==> src/rtl/alu_rr_scheduler.sv <==
// Round-robin front end that shares one combinational ALU between NUM_REQ
// requesters and returns each result on a tagged valid/ready response channel.
module alu_rr_scheduler #(
  parameter int NUM_REQ = 4,
  parameter int ID_W    = 2,
  parameter int CNT_W   = 16
) (
  input  logic                 clk,
  input  logic                 rst,
  input  logic [NUM_REQ-1:0]   req_valid,
  output logic [NUM_REQ-1:0]   req_ready,
  input  logic [4*NUM_REQ-1:0] req_opcode,
  input  logic [8*NUM_REQ-1:0] req_a,
  input  logic [8*NUM_REQ-1:0] req_b,
  output logic [3:0]           alu_opcode,
  output logic [7:0]           alu_a,
  output logic [7:0]           alu_b,
  input  logic [7:0]           alu_out,
  input  logic                 alu_carry,
  output logic                 rsp_valid,
  input  logic                 rsp_ready,
  output logic [ID_W-1:0]      rsp_id,
  output logic [7:0]           rsp_out,
  output logic                 rsp_carry,
  output logic                 rsp_err,
  output logic                 busy,
  output logic [CNT_W-1:0]     op_count
);

  typedef enum logic [1:0] {IDLE, EXEC, RESP} state_e;

  state_e          state_q, state_d;
  logic [ID_W-1:0] last_grant_q, last_grant_d;
  logic [ID_W-1:0] id_q, id_d;
  logic [3:0]      opcode_q, opcode_d;
  logic [7:0]      a_q, a_d, b_q, b_d;
  logic [7:0]      rsp_out_q, rsp_out_d;
  logic            rsp_carry_q, rsp_carry_d;
  logic            rsp_err_q, rsp_err_d;
  logic [CNT_W-1:0] op_count_q, op_count_d;

  logic [3:0]      op_arr [NUM_REQ];
  logic [7:0]      a_arr  [NUM_REQ];
  logic [7:0]      b_arr  [NUM_REQ];
  logic [ID_W-1:0] cand;
  logic [ID_W-1:0] grant_idx;
  logic            grant_found;
  logic            div_trap;

  // Unpack the per-requester fields so the winner can be selected by index.
  always_comb begin
    for (int i = 0; i < NUM_REQ; i++) begin
      op_arr[i] = req_opcode[4*i +: 4];
      a_arr[i]  = req_a[8*i +: 8];
      b_arr[i]  = req_b[8*i +: 8];
    end
  end

  // Search upward starting just after the previous winner, wrapping at NUM_REQ.
  always_comb begin
    grant_found = 1'b0;
    grant_idx   = '0;
    cand        = '0;
    for (int k = 1; k <= NUM_REQ; k++) begin
      cand = ID_W'((int'(last_grant_q) + k) % NUM_REQ);
      if (!grant_found && req_valid[cand]) begin
        grant_found = 1'b1;
        grant_idx   = cand;
      end
    end
  end

  assign div_trap = ((opcode_q == 4'd3) || (opcode_q == 4'd4)) && (b_q == 8'd0);

  // NOTE: every combinational output gets a default before the case so no
  // path leaves a value unassigned, which would otherwise infer a latch.
  always_comb begin
    state_d      = state_q;
    last_grant_d = last_grant_q;
    id_d         = id_q;
    opcode_d     = opcode_q;
    a_d          = a_q;
    b_d          = b_q;
    rsp_out_d    = rsp_out_q;
    rsp_carry_d  = rsp_carry_q;
    rsp_err_d    = rsp_err_q;
    op_count_d   = op_count_q;
    req_ready    = '0;
    unique case (state_q)
      IDLE: begin
        if (grant_found && !rst) begin
          req_ready[grant_idx] = 1'b1;
          id_d                 = grant_idx;
          opcode_d             = op_arr[grant_idx];
          a_d                  = a_arr[grant_idx];
          b_d                  = b_arr[grant_idx];
          state_d              = EXEC;
        end
      end
      EXEC: begin
        rsp_out_d    = div_trap ? 8'd0 : alu_out;
        rsp_carry_d  = div_trap ? 1'b0 : alu_carry;
        rsp_err_d    = div_trap;
        last_grant_d = id_q;
        state_d      = RESP;
      end
      RESP: begin
        if (rsp_ready) begin
          if (op_count_q != '1) op_count_d = op_count_q + CNT_W'(1);
          state_d = IDLE;
        end
      end
      default: state_d = IDLE;
    endcase
  end

  // NOTE: state registers use non-blocking assignments so every flop samples
  // the pre-edge value of the others, independent of statement order.
  always_ff @(posedge clk) begin
    if (rst) begin
      state_q      <= IDLE;
      last_grant_q <= ID_W'(NUM_REQ - 1);
      id_q         <= '0;
      opcode_q     <= '0;
      a_q          <= '0;
      b_q          <= '0;
      rsp_out_q    <= '0;
      rsp_carry_q  <= 1'b0;
      rsp_err_q    <= 1'b0;
      op_count_q   <= '0;
    end else begin
      state_q      <= state_d;
      last_grant_q <= last_grant_d;
      id_q         <= id_d;
      opcode_q     <= opcode_d;
      a_q          <= a_d;
      b_q          <= b_d;
      rsp_out_q    <= rsp_out_d;
      rsp_carry_q  <= rsp_carry_d;
      rsp_err_q    <= rsp_err_d;
      op_count_q   <= op_count_d;
    end
  end

  assign alu_opcode = opcode_q;
  assign alu_a      = a_q;
  assign alu_b      = b_q;
  assign rsp_valid  = (state_q == RESP);
  assign rsp_id     = id_q;
  assign rsp_out    = rsp_out_q;
  assign rsp_carry  = rsp_carry_q;
  assign rsp_err    = rsp_err_q;
  assign busy       = (state_q != IDLE);
  assign op_count   = op_count_q;

endmodule

==> config.mk <==
export PLATFORM = sky130hd
export DESIGN_NAME = alu_rr_scheduler
export DESIGN_NICKNAME = d
export VERILOG_FILES = /design/src/rtl/alu_rr_scheduler.sv
export SDC_FILE = /design/constraint.sdc
export NUM_CORES = 1
export LEC_CHECK = 0
export BUFFER_PORTS_ARGS = -buffer_cell sky130_fd_sc_hd__buf_2
export CORE_MARGIN = 2
export CORE_UTILIZATION = 44
export CTS_CLUSTER_SIZE = 12
export DETAILED_ROUTE_END_ITERATION = 12
export HOLD_SLACK_MARGIN = 0.1
export PLACE_DENSITY_LB_ADDON = 0.25
export RECOVER_POWER = 50
export SLEW_MARGIN = 40
export SYNTH_ARGS = -nofsm -noshare
export SYNTH_HDL_FRONTEND = slang
export SYNTH_SLANG_ARGS = --single-unit
==> constraint.sdc <==
create_clock -name clk -period 2.2 [get_ports clk]
set_input_delay 0.44 -clock clk [delete_from_list [all_inputs] [get_ports clk]]
set_output_delay 0.44 -clock clk [all_outputs]
set_load 0.005 [all_outputs]
==> impl_metrics.json <==
{
  "cts_htree_levels": 2,
  "grt_usage_pct": 23.3,
  "rsz0062_at_grt": "yes",
  "diodes": 0,
  "path_buf_inv": 1,
  "pre_cts_ws_ns": 0.117,
  "dp.final_hpwl_um": 6270,
  "initial_core_util_pct": 45.5,
  "clock-root-buffer": "clkbuf_8",
  "cts_buffers": 5,
  "netlist.area_leader.share_pct": 36.1,
  "nets": 577,
  "crit_path_top_delay_cell": "dfxtp_1",
  "cts_hold_buf": 0,
  "slew_headroom_pct": 56.3,
  "critPathMaxStageDelay_ns": 0.34,
  "hold_path.class": "input pin to register",
  "final_antenna_net_count": 0,
  "fp.dieH_um": 85.0,
  "io_pins": 150,
  "synth_edf_count": 0,
  "drc": 0,
  "grt_max_degree": 32,
  "totalWireLength_um": 8450,
  "p_sw_uw": 741,
  "wl_per_cell_um": 15.1,
  "synth_xor_area_share_pct": 3.64,
  "cap_violations": 0,
  "vias": 3069,
  "timing.fmax_mhz": 489,
  "port_buffers": 149,
  "crit_path_end_kind": "output pin",
  "grt_pass1_wl_um": 13700,
  "post_dp_cell_area_um2": 3740,
  "p_comb_share_pct": 29.8,
  "p_seq_share_pct": 46.4,
  "syn_inst": 333,
  "globalplace.congestion": 0.849,
  "synth-seq-cells": 52,
  "ys_top_cells_by_area": "dfxtp_1 36%, mux2i_1 9.4%, a21bo_2 5.9%",
  "power.internal_mw": 1.61,
  "synth_mux_area_share_pct": 9.36,
  "total_leakage_power_nw": 1.84,
  "required_ns": 1.76,
  "worst_slack_ns": 0.157,
  "path_clk_slew_ns": 0.09,
  "skew_ns": 0.0113,
  "overflow": 0,
  "period_needed_ns": 2.04,
  "drv_slew": 0,
  "dieArea_um2": 7220,
  "stdcell_area_um2": 3860,
  "fp.dieW_um": 85.0,
  "syn_area_per_cell_um2": 8.67,
  "syn_nets": 430,
  "drive_above_1_share_pct": 41.6,
  "worst_path_dominant_cell_family": "simple AND/OR/NAND/NOR gates",
  "synth_area_um2": 2890,
  "clk_latency_ns": 0.32,
  "synth_warnings": 0,
  "grt_pass1_vias": 2981,
  "seq_area_frac_synth_pct": 36.1,
  "synth.distinct_cells": 48,
  "synth_top_area_cell": "dfxtp_1",
  "netlist_top_cells_count": "52 x dfxtp_1, 34 x nor2_1, 31 x nand2_1",
  "synth_top_family_by_area": "simple AND/OR/NAND/NOR gates",
  "grt_antenna_before_repair": 0,
  "power.density_nw_per_um2": 609,
  "timing.final.crit_share_pct": 92.9,
  "synth_fa_ha_area_share_pct": 0.433,
  "dr.first_iter.drc_count": 170,
  "finalSetupViolations": 0,
  "hold_violations": 0,
  "status": "complete, no violations",
  "yosys_most_used_dff": "dfxtp_1",
  "final_util_pct": 60.9,
  "clock_sinks": 52,
  "coreArea_um2": 6350,
  "synth_compound_area_share_pct": 22.8,
  "worstPathMaxFanout": 4,
  "cts_tree": "yes",
  "synth_most_common_cell": "dfxtp_1",
  "fin_hold_ws_ns": 0.350,
  "power_frac_clock_pct": 23.8,
  "clockBufferDepth": 2,
  "power_mw": 2.35,
  "area_growth_pct": 33.9,
  "irDropWorstVdd_uv": 293,
  "synth-simple-area-share_pct": 23.3,
  "sw_frac_of_total_pct": 31.5,
  "cp-start-kind": "register",
  "vias_per_cell": 5.50,
  "dr.pass1.iters": 4,
  "rows": 29,
  "worst_pin_slew_ns": 0.652,
  "cp.arrival_ns": 1.60,
  "crit_path_cell_trace": "or2_1 > nor3_4 > nand2_1 > nor2_1 > buf_2",
  "async_flop_share_pct": 0,
  "crit_type": "register to output pin"
}
worst register-to-register path: cells and delay by family (launching register included):
family	cells	cell delay [ns]
flip-flops	1	0.34
AO/OA/AOI/OAI	3	0.97
AND/OR/NAND/NOR	2	0.57
metrics by stage:
step / cells / setup TNS (ns)
detailed placement: 549 / 0
floorplan: 333 / 0
CTS: 557 / 0
global placement: 549 / 0
global route: 558 / -0.00182
finish: 558 / 0
registers in the layout, summed over array words and instances, names as in the netlist:
| signal | count |
|---|---|
| op_count | 16 |
| alu_a | 8 |
| alu_b | 8 |
| rsp_out | 8 |
| alu_opcode | 4 |
| last_grant_q | 2 |
| rsp_id | 2 |
| state_q | 2 |
| rsp_carry | 1 |
| rsp_err | 1 |
power groups by stage:
stage               logic [mW]  clock network [mW]  registers, mW
floorplan                0.391                   0           1.11
global placement         0.671                   0           1.11
detailed placement       0.688                   0           1.11
CTS                      0.691               0.575           1.09
global route             0.769               0.606           1.11
finish                   0.701               0.561           1.09
layer usage:
metal	GRT usage [%]	vias to the layer above	part of all wire, %
li1	-	1518	-
met1	29.1	1422	43
met2	39.3	115	49
met3	4.57	14	6.9
met4	9.09	0	1.7
met5	0	-	0
area by class of cell:
cell class | count | area, µm²
Clock inverter | 2 | 16.3
Tap cell | 77 | 96.3
Clock buffer | 6 | 72.6
Multi-Input combinational cell | 253 | 1750
Inverter | 3 | 11.3
Sequential cell | 52 | 1050
Timing Repair Buffer | 165 | 875
Fill cell | 603 | 2480
placed cells by master, fill, tap and decap left out, drive strengths merged, types with 2 or more instances in the layout:
| cell type | n |
|---|---|
| o221ai | 3 |
| and2 | 4 |
| nand2 | 31 |
| nor2b | 5 |
| xnor2 | 6 |
| o211ai | 17 |
| buf | 164 |
| xor2 | 6 |
| a21oi | 4 |
| a22oi | 9 |
| nand2b | 7 |
| mux2i | 27 |
| a21bo | 17 |
| clkbuf | 7 |
| o21ai | 3 |
| nor2 | 34 |
| or2 | 3 |
| and3 | 5 |
| nand3 | 5 |
| o21a | 2 |
| nor3 | 8 |
| nand4 | 21 |
| inv | 3 |
| a21boi | 2 |
| a211o | 2 |
| and4 | 2 |
| dfxtp | 52 |
| o31ai | 17 |
logic make-up (layout without fill, tap and decap cells):
logic type               Yosys count  in the layout
adder cells (fa/ha/maj)            1              1
AND/OR/NAND/NOR                  131            131
multiplexers                      27             27
AO/OA/AOI/OAI                     82             82
flip-flops                        52             52
buffers and inverters             28            176
XOR/XNOR                          12             12
worst paths after layout:
check                                from                 endpoint  slack [ns]  depth (start not counted)
setup / recovery  state_q[1]$_SDFFE_PP0P_             req_ready[2]        0.16                          5
hold / removal                        rst  state_q[0]$_SDFFE_PP0P_        0.35                          2
setup reg to reg  state_q[1]$_SDFFE_PP0P_    alu_b[0]$_SDFFE_PP0P_        0.26                          5
hold reg to reg    rsp_id[1]$_SDFFE_PP0P_   rsp_id[1]$_SDFFE_PP0P_        0.46                          2
what timing repair did:
action,4_1_cts,5_1_grt
setup buffers,0,1
gates resized for setup,1,7
setup endpoints to repair,2,3
gates cloned,0,0
(Power assumes the default switching activity.)
